===== config.mk =====
export PLATFORM = sky130hd
export DESIGN_NAME = rr_arbiter_n_flat
export DESIGN_NICKNAME = d
export VERILOG_FILES = /design/src/rtl/rr_arbiter_n_if.sv /design/src/rtl/rr_arbiter_n.sv /design/src/flat_wrapper.sv
export SDC_FILE = /design/constraint.sdc
export NUM_CORES = 1
export LEC_CHECK = 0
export ABC_AREA = 1
export ABC_CLOCK_PERIOD_IN_PS = 2400
export CELL_PAD_IN_SITES_DETAIL_PLACEMENT = 0
export CELL_PAD_IN_SITES_GLOBAL_PLACEMENT = 1
export CORE_ASPECT_RATIO = 1.4
export CORE_MARGIN = 1.5
export CORE_UTILIZATION = 35
export DETAILED_ROUTE_END_ITERATION = 10
export PLACE_DENSITY = 0.82
export SYNTH_ARGS = -nofsm -noshare
export SYNTH_HDL_FRONTEND = slang
export SYNTH_SLANG_ARGS = --single-unit

===== constraint.sdc =====
create_clock -name clk -period 2.4 [get_ports clk]
set_clock_uncertainty 0.05 [all_clocks]
set_input_delay 0.48 -clock clk [delete_from_list [all_inputs] [get_ports clk]]
set_output_delay 0.48 -clock clk [all_outputs]
set_load 0.01 [all_outputs]

===== src/rtl/rr_arbiter_n_if.sv =====
// Request/grant bundle between requesters and the round-robin arbiter.
// The arbiter takes the slave side; requesters or a bench take the master side.
interface rr_arbiter_n_if #(
    parameter int W_REQ = 8
);
    localparam int IDX_W = $clog2(W_REQ);

    logic [W_REQ-1:0] req;
    logic             done;
    logic [W_REQ-1:0] grant;
    logic [IDX_W-1:0] grant_idx;
    logic             grant_valid;
    logic             preempt;

    modport master (
        output req,
        output done,
        input  grant,
        input  grant_idx,
        input  grant_valid,
        input  preempt
    );

    modport slave (
        input  req,
        input  done,
        output grant,
        output grant_idx,
        output grant_valid,
        output preempt
    );
endinterface


===== src/rtl/rr_arbiter_n.sv =====
// Registered round-robin arbiter with grant hold and zero-bubble handover.
// Define RR_ARB_HOLD_TIMEOUT_EN to add MAX_HOLD-cycle preemption of a holder.
module rr_arbiter_n #(
    parameter int W_REQ    = 8,
    parameter int MAX_HOLD = 16
) (
    input  logic          clk,
    input  logic          rst_n,
    rr_arbiter_n_if.slave bus
);

    localparam int               IDX_W    = $clog2(W_REQ);
    localparam logic [IDX_W-1:0] LAST_IDX = IDX_W'(W_REQ - 1);
    localparam logic [W_REQ-1:0] ONE_HOT0 = W_REQ'(1);

    typedef enum logic {
        IDLE,
        GRANT
    } state_t;

    state_t           state_q, state_d;
    logic [W_REQ-1:0] grant_q, grant_d;
    logic [IDX_W-1:0] idx_q, idx_d;
    logic [IDX_W-1:0] ptr_q, ptr_d;
    logic [IDX_W-1:0] pick;
    logic             new_grant;
    logic             release_now;

    // Masked LSB-first search: lowest set bit at or above p wins, else lowest set bit overall.
    function automatic logic [IDX_W-1:0] win(input logic [W_REQ-1:0] v,
                                             input logic [IDX_W-1:0] p);
        logic [IDX_W-1:0] hi;
        logic [IDX_W-1:0] lo;
        logic             hi_found;
        hi       = '0;
        lo       = '0;
        hi_found = 1'b0;
        for (int i = W_REQ - 1; i >= 0; i--) begin
            if (v[i]) begin
                lo = IDX_W'(i);
                if (i >= int'(p)) begin
                    hi       = IDX_W'(i);
                    hi_found = 1'b1;
                end
            end
        end
        return hi_found ? hi : lo;
    endfunction

    assign release_now = bus.done | ~bus.req[idx_q];

`ifdef RR_ARB_HOLD_TIMEOUT_EN
    localparam int HOLD_W = $clog2(MAX_HOLD + 1);

    // Counts cycles the current holder has been granted, including the current one.
    logic [HOLD_W-1:0] hold_q, hold_d;
    logic              preempt_q, preempt_d;
    logic              expire;

    assign expire = (hold_q >= HOLD_W'(MAX_HOLD)) && (|(bus.req & ~grant_q));
`else
    logic unused_max_hold;
    assign unused_max_hold = ^MAX_HOLD;
`endif

    always_comb begin
        state_d   = state_q;
        grant_d   = grant_q;
        idx_d     = idx_q;
        ptr_d     = ptr_q;
        pick      = '0;
        new_grant = 1'b0;
`ifdef RR_ARB_HOLD_TIMEOUT_EN
        preempt_d = 1'b0;
        hold_d    = hold_q;
        if ((state_q == GRANT) && (hold_q < HOLD_W'(MAX_HOLD))) begin
            hold_d = hold_q + 1'b1;
        end
`endif
        case (state_q)
            IDLE: begin
                if (|bus.req) begin
                    new_grant = 1'b1;
                    pick      = win(bus.req, ptr_q);
                end
            end
            GRANT: begin
                if (release_now) begin
                    if (|bus.req) begin
                        new_grant = 1'b1;
                        pick      = win(bus.req, ptr_q);
                    end else begin
                        state_d = IDLE;
                        grant_d = '0;
                    end
                end
`ifdef RR_ARB_HOLD_TIMEOUT_EN
                else if (expire) begin
                    new_grant = 1'b1;
                    pick      = win(bus.req & ~grant_q, ptr_q);
                    preempt_d = 1'b1;
                end
`endif
            end
            default: begin
                state_d = IDLE;
                grant_d = '0;
            end
        endcase

        // Every new winner drops to lowest priority by moving the pointer just past it.
        if (new_grant) begin
            state_d = GRANT;
            grant_d = ONE_HOT0 << pick;
            idx_d   = pick;
            ptr_d   = (pick == LAST_IDX) ? '0 : pick + 1'b1;
`ifdef RR_ARB_HOLD_TIMEOUT_EN
            hold_d  = HOLD_W'(1);
`endif
        end
    end

    always_ff @(posedge clk or negedge rst_n) begin
        if (!rst_n) begin
            state_q <= IDLE;
            grant_q <= '0;
            idx_q   <= '0;
            ptr_q   <= '0;
        end else begin
            state_q <= state_d;
            grant_q <= grant_d;
            idx_q   <= idx_d;
            ptr_q   <= ptr_d;
        end
    end

`ifdef RR_ARB_HOLD_TIMEOUT_EN
    always_ff @(posedge clk or negedge rst_n) begin
        if (!rst_n) begin
            hold_q    <= '0;
            preempt_q <= 1'b0;
        end else begin
            hold_q    <= hold_d;
            preempt_q <= preempt_d;
        end
    end

    assign bus.preempt = preempt_q;
`else
    assign bus.preempt = 1'b0;
`endif

    assign bus.grant       = grant_q;
    assign bus.grant_idx   = idx_q;
    assign bus.grant_valid = |grant_q;

endmodule

===== src/flat_wrapper.sv =====
// flat-port wrapper written by rule: the top's interface ports become plain ports
module rr_arbiter_n_flat 
#(
    parameter int W_REQ    = 8,
    parameter int MAX_HOLD = 16
)
  (clk, rst_n, bus_req, bus_done, bus_grant, bus_grant_idx, bus_grant_valid, bus_preempt);
  rr_arbiter_n_if #(.W_REQ(W_REQ)) bus_i ();
  input  logic clk;
  input  logic rst_n;
  input wire logic [$bits(bus_i.req)-1:0] bus_req;
  input wire logic [$bits(bus_i.done)-1:0] bus_done;
  output wire logic [$bits(bus_i.grant)-1:0] bus_grant;
  output wire logic [$bits(bus_i.grant_idx)-1:0] bus_grant_idx;
  output wire logic [$bits(bus_i.grant_valid)-1:0] bus_grant_valid;
  output wire logic [$bits(bus_i.preempt)-1:0] bus_preempt;
  assign bus_i.req = bus_req;
  assign bus_i.done = bus_done;
  assign bus_grant = bus_i.grant;
  assign bus_grant_idx = bus_i.grant_idx;
  assign bus_grant_valid = bus_i.grant_valid;
  assign bus_preempt = bus_i.preempt;
  rr_arbiter_n #(.W_REQ(W_REQ), .MAX_HOLD(MAX_HOLD)) u_core (.clk(clk), .rst_n(rst_n), .bus(bus_i));
endmodule

==> results of run 1 <==
## cells by family after synthesis
family | after synthesis | synth area share [%]
other | 1 | 0.3651
AO/OA/AOI/OAI | 26 | 14.25
AND/OR/NAND/NOR | 66 | 31.79
buffers and inverters | 23 | 9.745
adder cells (fa/ha/maj) | 6 | 7.308
flip-flops | 15 | 36.54
## registers in the layout, summed over array words and instances, names as in the netlist
register,cells
u_core.bus.grant,8
u_core.state_q,1
u_core.ptr_q,3
u_core.bus.grant_idx,3
## worst min path at each step
stage                          from                   to  slack (ns)  cells past startpoint
finish              u_core.ptr_q[0]      u_core.ptr_q[0]        0.50                      2
global route        u_core.ptr_q[0]      u_core.ptr_q[0]        0.52                      2
CTS                 u_core.ptr_q[0]      u_core.ptr_q[0]        0.51                      2
detailed placement  u_core.ptr_q[0]      u_core.ptr_q[0]        0.49                      2
global placement    u_core.ptr_q[0]      u_core.ptr_q[0]        0.48                      2
floorplan                     rst_n  u_core.bus.grant[0]        0.13                      0
## area by class of cell
| type | instances | area (sq um) | area share [%] |
|---|---|---|---|
| Clock buffer | 4 | 45.04 | 2.968 |
| Inverter | 21 | 81.33 | 5.359 |
| Multi-Input combinational cell | 99 | 554.3 | 36.52 |
| Sequential cell | 15 | 375.4 | 24.73 |
| Tap cell | 37 | 46.29 | 3.050 |
| Timing Repair Buffer | 46 | 415.4 | 27.37 |
## worst reg2reg max path, cell delays in order (launching register included)
cell and delay [ns]:
dfrtp_1 0.43, inv_2 0.05, o21ai_1 0.16, nand2_1 0.10, nor2_2 0.10, nand2_2 0.08
a21oi_1 0.12, nor2_1 0.06, nand2_2 0.06, inv_1 0.05, ha_1 0.22, ha_1 0.27
nand2_1 0.06, o21ai_1 0.05
## synthesized netlist by cell type
cell type	count	area share [%]
conb_1	1	0.37
a211oi_1	1	0.73
o21bai_1	2	1.5
inv_1	15	5.5
buf_4	1	0.73
o21ai_1	13	6.3
inv_2	5	1.8
or2_1	1	0.61
a21oi_1	5	2.4
nor3_2	1	0.97
buf_6	1	1.1
nand2_2	3	1.8
nand3_2	3	2.9
nand2_1	33	12
o21ai_0	2	0.97
nand3_1	12	5.8
o21ai_2	2	1.7
dfrtp_1	15	37
nor2_1	6	2.2
nand2_4	2	2.2
a31oi_1	1	0.61
nor4_1	2	1.2
nor2_2	2	1.2
ha_1	6	7.3
nand3b_1	1	0.73
inv_4	1	0.61
## layer usage
metal	vias up	wire length, microns
met5	-	0
met4	0	30
met3	4	91
met2	25	1442
met1	475	1151
li1	540	-
## power by group
group	switching (W)	leakage (nW)	internal [W]	total (W)
combinational	0.000576	0.609	0.000527	0.00110
clock	0.0000877	0.0228	0.000118	0.000205
sequential	0.000104	0.189	0.000355	0.000459
## timing repair
item                       4_1_cts  5_1_grt
resized for setup                0        9
buffers inserted                 0        3
setup endpoints to repair        0        3
## stage by stage
stage                     setup TNS [ns]  worst slack (ns)  util (%)  hold WS (ns)
after floorplan                        0            0.3991         -        0.1344
after global placement           -0.6204           -0.1902     50.80        0.4750
after detailed placement         -0.5644           -0.1700     50.80        0.4887
after CTS                              0           0.05894     52.40        0.5059
after global routing           -0.008163         -0.008163     53.82        0.5241
final                                  0            0.1612     53.82        0.5045
==> results by group, run 1 <==
Status
  • Status: finished clean

Worst setup path
  • Crit path max-delay family: simple AND/OR/NAND/NOR gates
  • Worst path slowest cell: clkdlybuf4s50_1
  • CP Cell Sequence: clkdlybuf4s50_1 > or2_1 > nand3b_1 > nand2_4 > nor2_1 > nand2_2 > inv_1 > ha_1 > ha_1 > nand2_1 > o21ai_1
  • Worst Path Arrival: 2.32 ns
  • Worst-case reg-to-reg path depth: 13
  • R2r setup slk: 0.42 ns
  • CP Capture Point: u_core.ptr_q[2]
  • CP Buf/Inv Count: 2
  • WP depth: 11
  • Critical path's most frequent cell: ha_1
  • Crit-path max cell delay: 0.48 ns
  • Worst EP required: 2.48 ns
  • RR Startpoint: u_core.ptr_q[1]
  • Reg2reg end: u_core.ptr_q[2]
  • Crit path max fanout: 4
  • Crit start category: input port
  • Kind of critical path: input port to register
  • Worst setup EP type: register
  • Worst Setup SP: bus_req[6]

Final layout
  • Layout cells sized above 1: 25.95%
  • Filler instances: 315
  • Non-Filler Instances: 222
  • ANT cells: 0
  • Post-route cell area: 1518 sq um
  • Most common cell after layout, fill and taps aside: nand2_1
  • Most frequent cells in the layout: 33 x nand2_1, 24 x buf_4, 16 x clkdlybuf4s50_1
  • Area Overhead vs Synth: 47.75%
  • Nets@finish: 203

Place
  • Placed Instances: 215
  • Placed Area: 1433 sq um
  • HPWL after detailed placement: 2.114 mm
  • GPL Wtd Cong: 0.7651
  • Port Buffers: 22

CTS
  • Clock Tree Buf Depth: 2
  • Num CTS Buffers: 3
  • CTS H-tree depth: 1
  • CTS Hold Bufs: 0
  • CTS tree: done
  • Latest clock arrival within the worst-skew pair: 0.25 ns
  • Reg clk slew, reported paths: 0.06 ns
  • Clock sink count: 15
  • Root buffer cell: clkbuf_8

Drt
  • Drt first pass iters: 4
  • Aggregate routed wire length: 2.716 mm
  • Via count: 1,044
  • DRT antenna net count: 0
  • Via-to-Cell Ratio: 4.703
  • Initial DRC count: 28
  • Routed len/inst: 12.23 microns
  • Number of remaining DRC errors: 0

Global routing
  • Largest net degree at the start of global routing: 16
  • Met3 usage: 2.242%
  • Gr usage total: 18.74%
  • Initial antenna violation count: 0
  • Congestion Overflow GR: 0
  • First-pass GRT wire length: 4.809 mm
  • GR Util met1: 22.04%
  • Number of global-route vias before repair: 1,083
  • Gr busiest metal: met2
  • GRT met2 Usage: 35.10%

Synthesis
  • Sequential share of the synthesized area: 36.54%
  • Avg Cell Area, Syn: 7.498 sq um
  • Netlist cell types: 26
  • Ys Warns: 0
  • Synthesized Nets: 154
  • Cells after synthesis: 137
  • Netlist Area Pre-Place: 1027 sq um
  • #FFs+latches synth: 15

STA
  • Fmax achieved: 446.7 MHz
  • Final Hold Fails: 0
  • Final Slew Violations: 0
  • Relative slew slack: 56.57%
  • Final setup viols: 0
  • Slew @ Worst Pin: 0.6494 ns
  • Final min period: 2.239 ns
  • Final worst-path cycle share: 93.29%

Die
  • Die ar.: 3273 sq um
  • Row cnt: 23
  • Die X: 48.79 microns
  • Core Region: 2820 sq um
  • I/O Pins: 24
  • Die Y: 67.10 microns
  • Initial Util: 36.42%

Flow run
  • Maxcap violations: 0

Pwr
  • Total Power: 0.001768 W
  • Leakage: 0.8211 nW
  • VDD IR max: 0.6566 mV
  • Power Density: 1165 nW/um^2

Hold path
  • Worst hold-check path type: register to register
Power figures use the tool's default switching activity.
==> inputs of run 2 (changes only) <==
--- a/config.mk
+++ b/config.mk
@@ -12,7 +12,9 @@
 export CORE_ASPECT_RATIO = 1.4
 export CORE_MARGIN = 1.5
 export CORE_UTILIZATION = 35
+export CTS_CLUSTER_SIZE = 30
 export DETAILED_ROUTE_END_ITERATION = 10
+export MAX_ROUTING_LAYER = met4
 export PLACE_DENSITY = 0.82
 export SYNTH_ARGS = -nofsm -noshare
 export SYNTH_HDL_FRONTEND = slang
==> run 2 against run 1 <==
Compared with the run above: non-clock buffer count unchanged; clock-buffer cell count unchanged; hold slack about the same; cell area is the same; clock power hardly changed; flip-flop and latch count is the same; combinational power about the same; utilization is the same; critical endpoint unchanged; largest cell class unchanged; largest power group unchanged; highest routed layer unchanged.
==> results by group, run 2 (same netlist as run 1, synthesis figures left out) <==
Die
  • Die X: 48.79 microns
  • Initial Util: 36.42%
  • Die Y: 67.10 microns
  • Row cnt: 23
  • Core Region: 2820 sq um
  • I/O Pins: 24
  • Die ar.: 3273 sq um

Worst setup path
  • Crit start category: input port
  • Crit path max fanout: 4
  • Worst EP required: 2.48 ns
  • Worst Path Arrival: 2.33 ns
  • Worst setup EP type: register
  • Crit-path max cell delay: 0.48 ns
  • CP Cell Sequence: clkdlybuf4s50_1 > or2_1 > nand3b_1 > nand2_4 > nor2_1 > nand2_2 > inv_1 > ha_1 > ha_1 > nand2_1 > o21ai_1
  • Worst path slowest cell: clkdlybuf4s50_1
  • Kind of critical path: input port to register
  • Critical path's most frequent cell: ha_1

Drt
  • Drt first pass iters: 4
  • Initial DRC count: 28
  • DRT antenna net count: 0
  • Via-to-Cell Ratio: 4.757
  • Via count: 1,056
  • Number of remaining DRC errors: 0
  • Aggregate routed wire length: 2.744 mm
  • Routed len/inst: 12.36 microns

CTS
  • CTS H-tree depth: 1
  • Clock sink count: 15
  • Reg clk slew, reported paths: 0.06 ns
  • CTS Hold Bufs: 0
  • Clock Tree Buf Depth: 2
  • Num CTS Buffers: 3
  • CTS tree: done
  • Latest clock arrival within the worst-skew pair: 0.25 ns
  • Root buffer cell: clkbuf_8

Final layout
  • Most common cell after layout, fill and taps aside: nand2_1
  • ANT cells: 0
  • Area of the multi-input gates: 554.3 sq um
  • Number of flip-flops in the largest register: 8
  • Most frequent cells in the layout: 33 x nand2_1, 24 x buf_4, 16 x clkdlybuf4s50_1
  • Filler instances: 315
  • Non-Filler Instances: 222
  • Post-route cell area: 1518 sq um
  • Sequential Area: 375.4 sq um
  • Area Overhead vs Synth: 47.75%
  • Nets@finish: 203
  • Layout cells sized above 1: 25.95%

STA
  • Final setup viols: 0
  • Final worst-path cycle share: 93.41%
  • Setup_tns: 0 ns
  • Final min period: 2.242 ns
  • Fmax achieved: 446.0 MHz
  • Worst hold margin: 0.5046 ns
  • Relative slew slack: 56.17%
  • Slew @ Worst Pin: 0.6554 ns
  • Final Hold Fails: 0
  • Final Slew Violations: 0

Global routing
  • Gr usage total: 19.29%
  • Number of global-route vias before repair: 1,084
  • First-pass GRT wire length: 4.809 mm
  • Largest net degree at the start of global routing: 16
  • Initial antenna violation count: 0
  • Congestion Overflow GR: 0

Place
  • Placed Area: 1433 sq um
  • Port Buffers: 22
  • GPL Wtd Cong: 0.7752
  • Placed Instances: 215
  • HPWL after detailed placement: 2.114 mm

Flow run
  • Maxcap violations: 0

Pwr
  • Total Power: 0.001770 W
  • VDD IR max: 0.6583 mV
  • Leakage: 0.8211 nW
  • Power Density: 1166 nW/um^2

Hold path
  • Worst hold-check path type: register to register

Status
  • Status: finished clean
-- run 2: cell counts in the layout (fill, tap and decap cells not counted) --
No cell type changed its count.
-- run 2: area by class of cell --
cell class | instances | share of cell area [%]
Clock buffer | 4 | 2.968
Inverter | 21 | 5.359
Multi-Input combinational cell | 99 | 36.52
Sequential cell | 15 | 24.73
Tap cell | 37 | 3.050
Timing Repair Buffer | 46 | 27.37
-- run 2: timing repair --
| action | CTS | global route |
|---|---|---|
| hold endpoints to repair | 0 | 0 |
| endpoints found under the setup margin | 0 | 3 |
| buffers inserted | 0 | 3 |
| gates resized for setup | 0 | 9 |
-- run 2: routing by layer --
| metal | wire, microns | vias up | global-route usage (%) | share of wire, % |
|---|---|---|---|---|
| met5 | 0 | - | - | 0 |
| met4 | 30 | 0 | 6.429 | 1.1 |
| met3 | 101 | 4 | 2.242 | 3.7 |
| met2 | 1439 | 30 | 35.10 | 52 |
| met1 | 1173 | 481 | 22.04 | 43 |
| li1 | - | 541 | - | - |
-- run 2: path summary, 6_finish.rpt --
| kind | start | depth (start not counted) | endpoint | slack, ns |
|---|---|---|---|---|
| min in group asynchronous | rst_n | 1 | u_core.bus.grant[1] | 0.59 |
| hold / removal | u_core.ptr_q[0] | 2 | u_core.ptr_q[0] | 0.50 |
| setup / recovery | bus_req[6] | 11 | u_core.ptr_q[2] | 0.16 |
| setup reg to reg | u_core.ptr_q[1] | 13 | u_core.ptr_q[2] | 0.42 |
| hold reg to reg | u_core.ptr_q[0] | 2 | u_core.ptr_q[0] | 0.50 |
| max in group asynchronous | rst_n | 1 | u_core.bus.grant[6] | 1.30 |
-- run 2: per-stage QoR --
stage	utilization, %	setup slack, ns
final	53.82	0.1581
after detailed placement	50.80	-0.1700
after floorplan	-	0.3991
after global placement	50.80	-0.1902
after global routing	53.82	-0.008166
after CTS	52.40	0.05894
-- run 2: where the power goes --
part	switching (W)	total, W	leakage [nW]	internal (W)
logic	0.000578	0.00111	0.609	0.000528
clock network	0.0000876	0.000205	0.0228	0.000118
registers	0.000105	0.000460	0.189	0.000355
-- run 2: critical path: cells and delay by family --
family | cells | cell delay (ns)
AO/OA/AOI/OAI | 1 | 0.05
buffers and inverters | 2 | 0.53
adder cells (fa/ha/maj) | 2 | 0.49
AND/OR/NAND/NOR | 6 | 0.77
==> inputs of run 3 (changes only) <==
--- a/config.mk
+++ b/config.mk
@@ -6,7 +6,7 @@
 export NUM_CORES = 1
 export LEC_CHECK = 0
 export ABC_AREA = 1
-export ABC_CLOCK_PERIOD_IN_PS = 2400
+export ABC_CLOCK_PERIOD_IN_PS = 2100
 export CELL_PAD_IN_SITES_DETAIL_PLACEMENT = 0
 export CELL_PAD_IN_SITES_GLOBAL_PLACEMENT = 1
 export CORE_ASPECT_RATIO = 1.4
==> constraint.sdc (replaced) <==
create_clock -name clk -period 2.1 [get_ports clk]
set_clock_uncertainty 0.05 [all_clocks]
set_input_delay 0.42 -clock clk [delete_from_list [all_inputs] [get_ports clk]]
set_output_delay 0.42 -clock clk [all_outputs]
set_load 0.01 [all_outputs]
==> run 3 against run 2 <==
Compared with the run above: total power increased by 17%; hold slack improved by 0.0042 ns; clock power increased by 12%; die area unchanged; largest cell class unchanged; cell area increased by 0.41%; register-to-register slack got worse by 0.28 ns.
==> results by group, run 3 (same netlist as run 1, synthesis figures left out) <==
STA
  • Fmax achieved: 511.2 MHz
  • Final Hold Fails: 0
  • Final min period: 1.956 ns
  • Setup_tns: 0 ns
  • Slew @ Worst Pin: 0.6568 ns
  • Relative slew slack: 56.08%
  • Final Slew Violations: 0
  • Final setup viols: 0
  • Worst hold margin: 0.5088 ns
  • Final worst-path cycle share: 93.16%

Hold path
  • Hold wc startpoint: u_core.bus.grant[3]
  • Hold path cells: 2
  • Min-Delay Endpoint: u_core.bus.grant[3]
  • Worst hold-check path type: register to register

Global routing
  • First-pass GRT wire length: 4.912 mm
  • GRT met2 Usage: 37.50%
  • Number of global-route vias before repair: 1,130
  • Congestion Overflow GR: 0
  • Gr usage total: 20.36%
  • Gr busiest metal: met2
  • Met3 usage: 3.812%
  • Initial antenna violation count: 0
  • Largest net degree at the start of global routing: 16
  • GR Util met1: 20.61%

Pwr
  • VDD IR max: 0.7741 mV
  • Leakage: 0.7769 nW
  • Power Density: 1363 nW/um^2
  • Sw Share: 43.52%
  • Clock power frac: 11.0%
  • Reg power frac: 25.7%
  • P_sw: 0.0009040 W
  • Power share of the combinational group: 63.2%
  • Pint: 0.001173 W

Flow run
  • Maxcap violations: 0

Final layout
  • Nets@finish: 204
  • Most frequent cells in the layout: 31 x nand2_1, 24 x buf_4, 14 x clkdlybuf4s50_1
  • Area Overhead vs Synth: 48.36%
  • ANT cells: 0
  • Filler instances: 310
  • Final Util: 54.04%
  • Number of flip-flops in the largest register: 8
  • Layout cells sized above 1: 33.33%
  • Most common cell after layout, fill and taps aside: nand2_1

Die
  • I/O Pins: 24
  • Die X: 48.79 microns
  • Row cnt: 23
  • Core Region: 2820 sq um
  • Die Y: 67.10 microns
  • Die ar.: 3273 sq um
  • Initial Util: 36.42%

Drt
  • Number of remaining DRC errors: 0
  • DRT antenna net count: 0
  • Via-to-Cell Ratio: 4.740
  • Drt first pass iters: 4
  • Aggregate routed wire length: 2.797 mm
  • Via count: 1,057
  • Routed len/inst: 12.54 microns
  • Initial DRC count: 20

Worst setup path
  • Worst-case reg-to-reg path depth: 12
  • Worst path slowest cell: dfrtp_2
  • Crit start category: register
  • RR Startpoint: u_core.ptr_q[1]
  • Worst Setup SP: u_core.ptr_q[1]
  • Worst Path Arrival: 2.04 ns
  • WP depth: 12
  • Worst setup EP type: register
  • Crit path max fanout: 5
  • Worst EP required: 2.19 ns
  • Kind of critical path: register to register
  • CP Buf/Inv Count: 2
  • Crit-path max cell delay: 0.42 ns
  • Critical path's most frequent cell: nand2_1
  • CP Cell Sequence: inv_2 > o21ai_2 > nand2_1 > nor2_2 > nand2_2 > o21bai_1 > nand3_2 > inv_1 > ha_2 > ha_1 > nand2_1 > o21ai_1
  • R2r setup slk: 0.14 ns
  • Crit path max-delay family: adder cells
  • Reg2reg end: u_core.ptr_q[2]

Status
  • Status: finished clean

CTS
  • Num CTS Buffers: 3
  • Clock sink count: 15
  • Clock Tree Buf Depth: 2
  • Root buffer cell: clkbuf_8
  • Reg clk slew, reported paths: 0.06 ns
  • CTS Hold Bufs: 0
  • Latest clock arrival within the worst-skew pair: 0.24 ns
  • CTS tree: done
  • CTS H-tree depth: 1

Place
  • HPWL after detailed placement: 2.200 mm
  • GPL Wtd Cong: 0.7692
  • Port Buffers: 22
==> run 3: what timing repair did <==
item | in CTS | in global routing
gates resized for setup | 13 | 17
setup buffers | 1 | 3
pin swaps | 5 | 9
setup endpoints to repair | 5 | 5
==> run 3: worst min-delay path, stage by stage (launching register included) <==
cell and delay, ns:
dfrtp_1 0.37, nand3_1 0.09, nand2_1 0.07
==> run 3: area by class of cell <==
cell class / instances / area [sq um] / area share, %
multi-input cells: 99 / 581.8 / 38.18
repair buffers: 47 / 391.6 / 25.70
flip-flops and latches: 15 / 377.9 / 24.79
inverters: 21 / 81.33 / 5.337
well taps: 37 / 46.29 / 3.038
clock buffers: 4 / 45.04 / 2.956
==> run 3: per-layer routing <==
metal | part of all wire, % | routed length [microns]
met3 | 3.8 | 107
met2 | 54 | 1524
met1 | 39 | 1088
met5 | 0 | 0
met4 | 2.8 | 77
==> run 3: worst max path at each step <==
| stage | slack [ns] | endpoint |
|---|---|---|
| global route | -0.003 | u_core.ptr_q[2] |
| CTS | 0.11 | u_core.ptr_q[2] |
| detailed placement | -0.43 | u_core.ptr_q[2] |
| finish | 0.14 | u_core.ptr_q[2] |
| floorplan | 0.16 | u_core.ptr_q[2] |
| global placement | -0.43 | u_core.ptr_q[2] |
==> run 3: per-stage QoR <==
stage | setup slack, ns | std cells | power [W] | area [sq um]
after global routing | -0.002972 | 223 | 0.002275 | 1524
final | 0.1437 | 223 | 0.002077 | 1524
after detailed placement | -0.4264 | 215 | 0.001781 | 1433
after global placement | -0.4315 | 215 | 0.001767 | 1433
after CTS | 0.1085 | 220 | 0.002036 | 1485
after floorplan | 0.1591 | 137 | 0.001208 | 1027
==> run 3: power by group through the flow <==
stage / clock (W) / combinational (W) / sequential, W
floorplan: 0 / 0.000667 / 0.000540
global placement: 0 / 0.00125 / 0.000520
detailed placement: 0 / 0.00126 / 0.000525
CTS: 0.000239 / 0.00127 / 0.000523
global route: 0.000253 / 0.00147 / 0.000556
finish: 0.000229 / 0.00131 / 0.000535
